<file path="config.mk">
export PLATFORM = sky130hd
export DESIGN_NAME = cir_wbuf_pp
export DESIGN_NICKNAME = d
export VERILOG_FILES = /design/src/rtl/npu_wbuf_pkg.sv /design/src/rtl/wbuf_bank.sv /design/src/rtl/cir_wbuf_pp.sv
export SDC_FILE = /design/constraint.sdc
export NUM_CORES = 1
export LEC_CHECK = 0
export BUFFER_PORTS_ARGS = -buffer_cell sky130_fd_sc_hd__buf_2
export CAP_MARGIN = 20
export CORE_MARGIN = 5
export CORE_UTILIZATION = 30
export CTS_BUF_LIST = sky130_fd_sc_hd__clkbuf_16
export CTS_CLUSTER_SIZE = 14
export DETAILED_ROUTE_END_ITERATION = 8
export GPL_TIMING_DRIVEN = 0
export RECOVER_POWER = 100
export SLEW_MARGIN = 20
export SYNTH_ARGS = -nofsm -noshare
export SYNTH_HDL_FRONTEND = slang
export SYNTH_SLANG_ARGS = --single-unit
export TNS_END_PERCENT = 50
</file>
<file path="constraint.sdc">
create_clock -name clk -period 1.8 [get_ports clk]
set_input_delay 0.18 -clock clk [delete_from_list [all_inputs] [get_ports clk]]
set_output_delay 0.18 -clock clk [all_outputs]
set_load 0.02 [all_outputs]
</file>
<file path="src/rtl/npu_wbuf_pkg.sv">
// rtl/npu_wbuf_pkg.sv - shared defaults, weight type and index-width helper for the ping-pong weight buffer
package npu_wbuf_pkg;

  localparam int DW_DEF  = 8;
  localparam int K_H_DEF = 3;
  localparam int K_W_DEF = 3;

  typedef logic [DW_DEF-1:0] w_t;

  // Column index width; a single-column kernel still needs a 1-bit pointer.
  function automatic int col_w(input int k);
    return (k > 1) ? $clog2(k) : 1;
  endfunction

endpackage

</file>
<file path="src/rtl/wbuf_bank.sv">
// rtl/wbuf_bank.sv - one K_H x K_W weight bank with a column write port and a combinational column read port
module wbuf_bank
  import npu_wbuf_pkg::*;
#(
  parameter int DW  = DW_DEF,
  parameter int K_H = K_H_DEF,
  parameter int K_W = K_W_DEF,
  parameter int CW  = col_w(K_W)
) (
  input  logic          clk,
  input  logic          rst_n,
  input  logic          clear,
  input  logic          we,
  input  logic [CW-1:0] wcol,
  input  logic [DW-1:0] wdata [0:K_H-1],
  input  logic [CW-1:0] rcol,
  output logic [DW-1:0] rdata [0:K_H-1]
);

  logic [DW-1:0] mem [0:K_H-1][0:K_W-1];

  // Zero the whole bank on reset/flush, otherwise write one full column.
  always_ff @(posedge clk) begin
    if (!rst_n || clear) begin
      for (int r = 0; r < K_H; r++)
        for (int c = 0; c < K_W; c++)
          mem[r][c] <= '0;
    end else if (we) begin
      for (int r = 0; r < K_H; r++)
        mem[r][wcol] <= wdata[r];
    end
  end

  // Present the selected column, one element per PE lane.
  always_comb begin
    for (int r = 0; r < K_H; r++)
      rdata[r] = mem[r][rcol];
  end

endmodule

</file>
<file path="src/rtl/cir_wbuf_pp.sv">
// rtl/cir_wbuf_pp.sv - ping-pong circular weight buffer; CIR_WBUF_ROW_MASK_EN adds the row_mask port
module cir_wbuf_pp
  import npu_wbuf_pkg::*;
#(
  parameter int DW  = DW_DEF,
  parameter int K_H = K_H_DEF,
  parameter int K_W = K_W_DEF,
  localparam int CW = col_w(K_W)
) (
  input  logic          clk,
  input  logic          rst_n,
  input  logic          clear,
  input  logic          in_valid,
  output logic          in_ready,
  input  logic [DW-1:0] in_data [0:K_H-1],
  input  logic          step,
  input  logic          release_req,
  output logic          out_valid,
  output logic [DW-1:0] out_data [0:K_H-1],
  output logic [CW-1:0] col_idx,
`ifdef CIR_WBUF_ROW_MASK_EN
  input  logic [K_H-1:0] row_mask,
`endif
  output logic          wrap
);

  localparam logic [CW-1:0] LAST_COL = CW'(K_W - 1);

  logic [CW-1:0] wp;
  logic [CW-1:0] rp;
  logic          act;
  logic          shadow_full;
  logic          valid_q;
  logic          wrap_q;

  logic          flush;
  logic          accept;
  logic          swap;
  logic [DW-1:0] rd0 [0:K_H-1];
  logic [DW-1:0] rd1 [0:K_H-1];

  assign flush    = !rst_n || clear;
  assign in_ready = !shadow_full;
  assign accept   = in_valid && !shadow_full;
  // A full shadow is promoted when nothing is live or the consumer lets go this cycle.
  assign swap     = shadow_full && (!valid_q || release_req);

  assign out_valid = valid_q;
  assign col_idx   = rp;
  assign wrap      = wrap_q;

  // Bank 0 is active when act = 0, so writes always go to the other bank.
  wbuf_bank #(.DW(DW), .K_H(K_H), .K_W(K_W), .CW(CW)) u_bank0 (
    .clk   (clk),
    .rst_n (rst_n),
    .clear (clear),
    .we    (accept && act),
    .wcol  (wp),
    .wdata (in_data),
    .rcol  (rp),
    .rdata (rd0)
  );

  wbuf_bank #(.DW(DW), .K_H(K_H), .K_W(K_W), .CW(CW)) u_bank1 (
    .clk   (clk),
    .rst_n (rst_n),
    .clear (clear),
    .we    (accept && !act),
    .wcol  (wp),
    .wdata (in_data),
    .rcol  (rp),
    .rdata (rd1)
  );

  // Shadow fill pointer: the last column of a kernel marks the shadow full.
  always_ff @(posedge clk) begin
    if (flush) begin
      wp          <= '0;
      shadow_full <= 1'b0;
    end else if (swap) begin
      shadow_full <= 1'b0;
    end else if (accept) begin
      if (wp == LAST_COL) begin
        wp          <= '0;
        shadow_full <= 1'b1;
      end else begin
        wp <= wp + 1'b1;
      end
    end
  end

  // Active bank control: swap has priority, then release, then rotation.
  always_ff @(posedge clk) begin
    if (flush) begin
      act     <= 1'b0;
      valid_q <= 1'b0;
      rp      <= '0;
      wrap_q  <= 1'b0;
    end else begin
      wrap_q <= 1'b0;
      if (swap) begin
        act     <= !act;
        valid_q <= 1'b1;
        rp      <= '0;
      end else if (valid_q && release_req) begin
        valid_q <= 1'b0;
        rp      <= '0;
      end else if (valid_q && step) begin
        if (rp == LAST_COL) begin
          rp     <= '0;
          wrap_q <= 1'b1;
        end else begin
          rp <= rp + 1'b1;
        end
      end
    end
  end

  // Drive the active column to the PE row; zero when no kernel is live or the row is masked.
  always_comb begin
    for (int r = 0; r < K_H; r++) begin
      out_data[r] = '0;
      if (valid_q)
        out_data[r] = act ? rd1[r] : rd0[r];
`ifdef CIR_WBUF_ROW_MASK_EN
      if (!row_mask[r])
        out_data[r] = '0;
`endif
    end
  end

endmodule
</file>
==> results of run 1 <==
-- repair_timing --
item	CTS	global route
gates cloned	4	0
resized for setup	133	38
hold buffers	1	0
endpoints found under the setup margin	163	92
hold endpoints to repair	1	0
pin swaps	43	19
setup buffers	14	4
-- layout by cell type (no fill, tap or decap), types with 13 or more instances in the layout --
cell         n
edfxtp_1   144
and2_1     133
buf_2       32
buf_6       28
inv_1       27
mux2i_1     26
o221a_2     22
buf_4       20
mux2_4      18
clkbuf_16   17
nor2_4      13
nor2_1      13
-- final cells by class --
type / instances / area [sq um] / area share
tap: 324 / 405 / 0.0431
multi-input combinational: 312 / 2850 / 0.303
timing repair buffer: 80 / 662 / 0.0704
inverter: 25 / 93.8 / 0.00998
clock buffer: 17 / 425 / 0.0452
buffer: 34 / 359 / 0.0382
clock inverter: 15 / 115 / 0.0122
sequential: 152 / 4490 / 0.478
-- registers in the layout, indices dropped and copies added (netlist names) --
register,flops
wrap,1
out_valid,1
u_bank0.mem,72
wp,2
col_idx,2
u_bank1.mem,72
act,1
shadow_full,1
-- worst min-delay path: stages --
cell	delay (ns)
buf_2	0.10
nand4b_1	0.08
a21oi_1	0.06
-- worst max-delay path by stage --
| stage | endpoint | from | cells past startpoint |
|---|---|---|---|
| finish | out_data[16] | col_idx[0]$_SDFFE_PP0P_ | 7 |
| detailed placement | u_bank1.mem[0][41]$_SDFFCE_PN0P_ | shadow_full$_SDFFE_PP0P_ | 3 |
| global route | out_data[16] | col_idx[0]$_SDFFE_PP0P_ | 7 |
| global placement | u_bank0.mem[0][41]$_SDFFCE_PN0P_ | shadow_full$_SDFFE_PP0P_ | 3 |
| CTS | out_data[1] | col_idx[0]$_SDFFE_PP0P_ | 7 |
| floorplan | u_bank1.mem[0][0]$_SDFFCE_PN0P_ | shadow_full$_SDFFE_PP0P_ | 3 |
-- report_power, final --
group | switching (mW) | internal, mW
sequential | 0.0474 | 4.01
clock | 1.38 | 1.87
combinational | 0.198 | 0.115
-- per-stage QoR --
stage,hold slack [ns],area (sq um),setup slack (ns),std cells,setup TNS [ns]
after floorplan,0.259,7360,-0.112,523,-4.77
after global placement,0.370,8060,-0.859,905,-75.56
after detailed placement,0.368,8120,-0.449,907,-41.81
after CTS,0.0309,9380,-0.339,958,-8.02
after global routing,0.0436,9400,-0.374,959,-45.27
final,0.0488,9400,-0.301,959,-22.51
-- routing by layer --
| layer | vias up | wire length [um] | GRT usage |
|---|---|---|---|
| li1 | 2108 | - | - |
| met1 | 2179 | 8760 | 0.186 |
| met2 | 92 | 8830 | 0.215 |
| met3 | 14 | 723 | 0.0351 |
| met4 | 2 | 172 | 0.0352 |
| met5 | - | 13 | 0 |
-- logic make-up after synthesis --
kind of cell           share of synthesized area
AOI/OAI and AO/OA                         0.0861
buffers and inverters                     0.0553
muxes                                     0.0735
and+or+nand+nor                            0.175
DFF                                        0.610
==> impl_metrics.ini, run 1 <==
[synth]
yosys_register_bits = 152
synth_common_cells = and2_1, edfxtp_1, nor2_1, mux2i_1, inv_1
yosys_warnings = 0
synth_most_common_cell = and2_1
synth_seq_area_share = 0.610
netlist_top_cells_area = edfxtp_1, and2_1, a221oi_2
syn_nets = 553
synth_top_cell_area_share = 0.588
synth_area_leader_cell = edfxtp_1
syn_area_sq_um = 7350
synth_area_per_cell_sq_um = 14.1
syn-instance-count = 523
synth_flop_cell = edfxtp_1
synth_cell_type_count = 34
synth_edf_count = 144
async_flop_share = 0

[timing]
worst_slack_ns = -0.301
slew_headroom = 0.322
rsz0062_at_grt = true
hold_viol = 0
fin_crit_sh = 1.17
setup_viol = 187
fmax_mhz = 476
maxSlewViolCount = 0
worst_pin_slew_ns = 1.01
period_minus_slack_ns = 2.10
skew_ns = 0.00988

[worst_setup_path]
critPathKind = flip-flop to output port
endpoint_kind = output port
crit_required_ns = 1.62
r2r-start = shadow_full$_SDFFE_PP0P_
critical-path-top-delay-family = buffers and inverters
cp.buffers_inverters = 4
regToRegEndpoint = u_bank1.mem[0][53]$_DFFE_PP_
critPathArrivalTime_ns = 1.92
path_cells = buf_4 -> nand2b_1 -> buf_6 -> buf_12 -> o221a_2 -> nor2_4 -> buf_6
critical_path.most_common_cell = buf_6
cpPeakStageDelay_ns = 0.35
critPathLaunchType = flip-flop
crit_fanout = 10
r2r_slack_ns = -0.23
r2r_cells = 4
slowest_stage = dfxtp_4

[floorplanning]
fp-row-count = 57
io_pins = 59
start_util = 0.303
die_h_um = 167
core-area_sq_um = 24200
dieArea_sq_um = 27700
dieWidth_um = 167

[route]
avgViaCountPerCell = 4.58
ant_nets = 0
remaining_drc_errors = 0
drt_iter0_markers = 306
routed-via-count = 4395
firstDrtPassIters = 4
post_drt_wl_per_cell_um = 19.3
drt_wl_total_mm = 18.5

[final_layout]
fillers = 2308
layout-drive-gt1-share = 0.380
antenna-diode-count = 0
utilization = 0.388
areaGrowthSynthToFinish_pct = 27.9
nets = 652

[worst_hold_path]
hold_depth = 3
worstHoldEndpoint = col_idx[1]$_SDFFE_PP0P_
min-delay-start = step
hp-class = input port to flip-flop

[clocking]
clk_pin_slew_ns = 0.06
clockBufferDepth = 2
cts_max_level = 4
clk_latency_ns = 0.42
cts_tree = yes
numClockSinks = 152
cts_made_buffers = 17
cts_root_buf = clkbuf_16

[flow_run]
max_cap_viol_count = 0

[placement]
gp_congestion = 0.739
port-buffer-count = 58
place_hpwl_mm = 11.4

[pwr]
power.total_mw = 7.62
powerDensity_nw_per_um2 = 811
peakVddDrop_mv = 0.632
leakagePower_nw = 3.55

[global_routing]
grt.overflow.total = 0
antenna_found_initial = 2
grt_pass1_wl_mm = 28.4
gr-usage-all-layers = 0.135
grt_pass1_vias = 4542
grt_start_max_net_pins = 25

[status]
outcome = finished, violations left
violations = setup timing
Power figures use the tool's default switching activity.
==> run 2, diff against run 1 <==
--- a/config.mk
+++ b/config.mk
@@ -8,14 +8,17 @@
 export BUFFER_PORTS_ARGS = -buffer_cell sky130_fd_sc_hd__buf_2
 export CAP_MARGIN = 20
 export CORE_MARGIN = 5
-export CORE_UTILIZATION = 30
+export CORE_UTILIZATION = 50
 export CTS_BUF_LIST = sky130_fd_sc_hd__clkbuf_16
+export CTS_CLUSTER_DIAMETER = 40
 export CTS_CLUSTER_SIZE = 14
 export DETAILED_ROUTE_END_ITERATION = 8
 export GPL_TIMING_DRIVEN = 0
+export PLACE_DENSITY = 0.71
 export RECOVER_POWER = 100
 export SLEW_MARGIN = 20
 export SYNTH_ARGS = -nofsm -noshare
 export SYNTH_HDL_FRONTEND = slang
+export SYNTH_HIERARCHICAL = 1
 export SYNTH_SLANG_ARGS = --single-unit
 export TNS_END_PERCENT = 50
==> run 2 against run 1 <==
Against the previous run:
- the flow still finishes with violations (setup timing)
- combinational power grew 44%
- power grew 3.2%
- register-to-register slack gained 0.15 ns
- critical path type unchanged
- highest routed layer is now met4
- count of clock-buffer cells in the layout is the same
- critical endpoint is now out_data[17]
- non-clock buffer count grew 19
- maximum frequency shrank 2.0%
- sequential power is essentially flat
==> impl_metrics.ini, run 2 <==
[synth]
synth_edf_count = 144
syn-instance-count = 542
synth_flop_cell = edfxtp_1
synth_area_per_cell_sq_um = 13.7
syn_area_sq_um = 7440
netlist_top_cells_area = edfxtp_1, and3_1, mux2i_1
synth_top_cell_area_share = 0.581
synth_common_cells = and3_1, edfxtp_1, mux2i_1, o2bb2ai_1, buf_6
synth_area_leader_cell = edfxtp_1
synth_seq_area_share = 0.603
synth_cell_type_count = 30
syn_nets = 572
yosys_warnings = 6
yosys_register_bits = 152
async_flop_share = 0

[placement]
gp_congestion = 0.814
place_ws_ns = -0.746
place_hpwl_mm = 12.8
port-buffer-count = 58
dp.cells = 784

[worst_setup_path]
critPathLaunchType = flip-flop
critical_path.most_common_cell = buf_8
regToRegEndpoint = u_bank0/mem[0][23]$_SDFFCE_PN0P_
cp.buffers_inverters = 4
crit_required_ns = 1.62
critPathKind = flip-flop to output port
r2r_cells = 6
slowest_stage = dfxtp_4
crit_fanout = 8
r2r_slack_ns = -0.08
path_cells = buf_6 -> nor2b_4 -> buf_8 -> buf_8 -> o2bb2ai_2 -> mux2i_1 -> nor2b_1 -> buf_4
cp_num_cells = 8
r2r-start = shadow_full$_SDFFE_PP0P_
endpoint_kind = output port
cpPeakStageDelay_ns = 0.38
critical-path-top-delay-family = buffers and inverters
critPathArrivalTime_ns = 1.96

[route]
ant_nets = 0
firstDrtPassIters = 5
avgViaCountPerCell = 6.01
drt_iter0_markers = 475
drt_wl_total_mm = 19.7
routed-via-count = 5081
post_drt_wl_per_cell_um = 23.3
remaining_drc_errors = 0

[clocking]
cts_max_level = 4
clockBufferDepth = 2
cts_made_buffers = 17
clk_latency_ns = 0.43
cts_root_buf = clkbuf_16
clk_pin_slew_ns = 0.06
numClockSinks = 152
cts_tree = yes

[global_routing]
grt_start_max_net_pins = 25
antenna_found_initial = 0
gr-usage-all-layers = 0.222
grt_pass1_vias = 4951
grt_pass1_wl_mm = 29.3
grt.overflow.total = 0

[status]
violations = setup timing
outcome = finished, violations left

[pwr]
peakVddDrop_mv = 0.666
leakagePower_nw = 4.01
powerDensity_nw_per_um2 = 828

[floorplanning]
start_util = 0.510
fp-row-count = 44
die_h_um = 132
core-area_sq_um = 14600
dieWidth_um = 132
dieArea_sq_um = 17400
io_pins = 59

[timing]
worst_pin_slew_ns = 0.492
holdWs_ns = 0.0354
slew_headroom = 0.672
setup_viol = 176
hold_viol = 0
maxSlewViolCount = 0
period_minus_slack_ns = 2.14
worst_slack_ns = -0.343
fmax_mhz = 467
skew_ns = 0.0116
rsz0062_at_grt = true
fin_crit_sh = 1.19

[worst_hold_path]
hold_depth = 3
worstHoldEndpoint = col_idx[1]$_SDFFE_PP0P_
min-delay-start = step
hp-class = input port to flip-flop

[final_layout]
antenna-diode-count = 0
areaGrowthSynthToFinish_pct = 27.7
nets = 678
layout-drive-gt1-share = 0.346
reg.largest.list = u_bank0/mem: 72 flops, u_bank1/mem: 72 flops
fin_cells = 845
layout_common_cells = and3_1, edfxtp_1, mux2i_1

[flow_run]
max_cap_viol_count = 0
run 2: cell count changes in the layout (fill, tap and decap cells not counted), sizes merged, moves of 25 or more:
cell and delta:
nor2b +25, o2bb2ai +48, and3 +141, and2 -144
mux2i +46
run 2: per-layer routing:
layer	track usage	wire length, um	vias up
met4	0.0783	438	0
met5	0	0	-
met3	0.0504	1420	37
met2	0.354	9570	245
li1	-	-	2301
met1	0.299	8220	2498
run 2: power by group:
part / switching [mW] / internal (mW) / total [mW] / leakage (nW)
registers: 0.0744 / 4.02 / 4.09 / 1.68
clock network: 1.34 / 1.99 / 3.32 / 0.276
logic: 0.288 / 0.164 / 0.452 / 2.05
run 2: final cells by class:
class | instances | area (sq um)
tap | 184 | 230
sequential | 152 | 4490
fill | 1023 | 5090
clock buffer | 17 | 425
inverter | 1 | 3.75
clock inverter | 15 | 119
timing repair buffer | 81 | 612
buffer | 52 | 528
multi-input combinational | 343 | 3090
run 2: kinds of logic (layout without fill, tap and decap cells):
logic type | Yosys count | after routing | share of synthesized area
compound gates | 61 | 67 | 0.0676
buf+inv | 53 | 166 | 0.0584
flops | 152 | 152 | 0.603
mux | 73 | 73 | 0.0982
simple gates | 203 | 203 | 0.173
run 2: per-stage QoR:
stage,instance area [sq um],power (mW),util,setup TNS [ns]
global route,9500,8.08,0.651,-23.24
detailed placement,7960,4.50,0.546,-93.12
floorplan,7440,4.32,-,-0.323
global placement,7960,4.49,0.546,-82.78
finish,9500,7.86,0.651,-13.23
CTS,9270,7.84,0.635,-6.69
run 2: worst register-to-register path, cell delays in order (launching register included):
cell	delay [ns]
dfxtp_1	0.43
and2b_1	0.23
and2_4	0.17
and3b_1	0.18
clkbuf_2	0.23
buf_6	0.21
and3_1	0.18
run 2: how the worst max path moves through the flow:
stage / slack, ns / endpoint / from
after floorplan: -0.01 / u_bank1/mem[0][10]$_SDFFCE_PN0P_ / wp[0]$_SDFFE_PP0P_
after global placement: -0.69 / u_bank1/mem[0][40]$_SDFFCE_PN0P_ / wp[0]$_SDFFE_PP0P_
after detailed placement: -0.75 / u_bank1/mem[0][4]$_SDFFCE_PN0P_ / wp[1]$_SDFFE_PP0P_
after CTS: -0.32 / out_data[17] / col_idx[1]$_SDFFE_PP0P_
after global routing: -0.37 / out_data[18] / col_idx[1]$_SDFFE_PP0P_
final: -0.34 / out_data[17] / col_idx[0]$_SDFFE_PP0P_
run 2: repair_timing:
item                       CTS  global route
hold endpoints to repair     1             0
resized for setup          123            49
setup endpoints to repair  308           159
hold buffers                 1             0
pin swaps                   10             6
setup buffers               12             7
cloned                       9             2
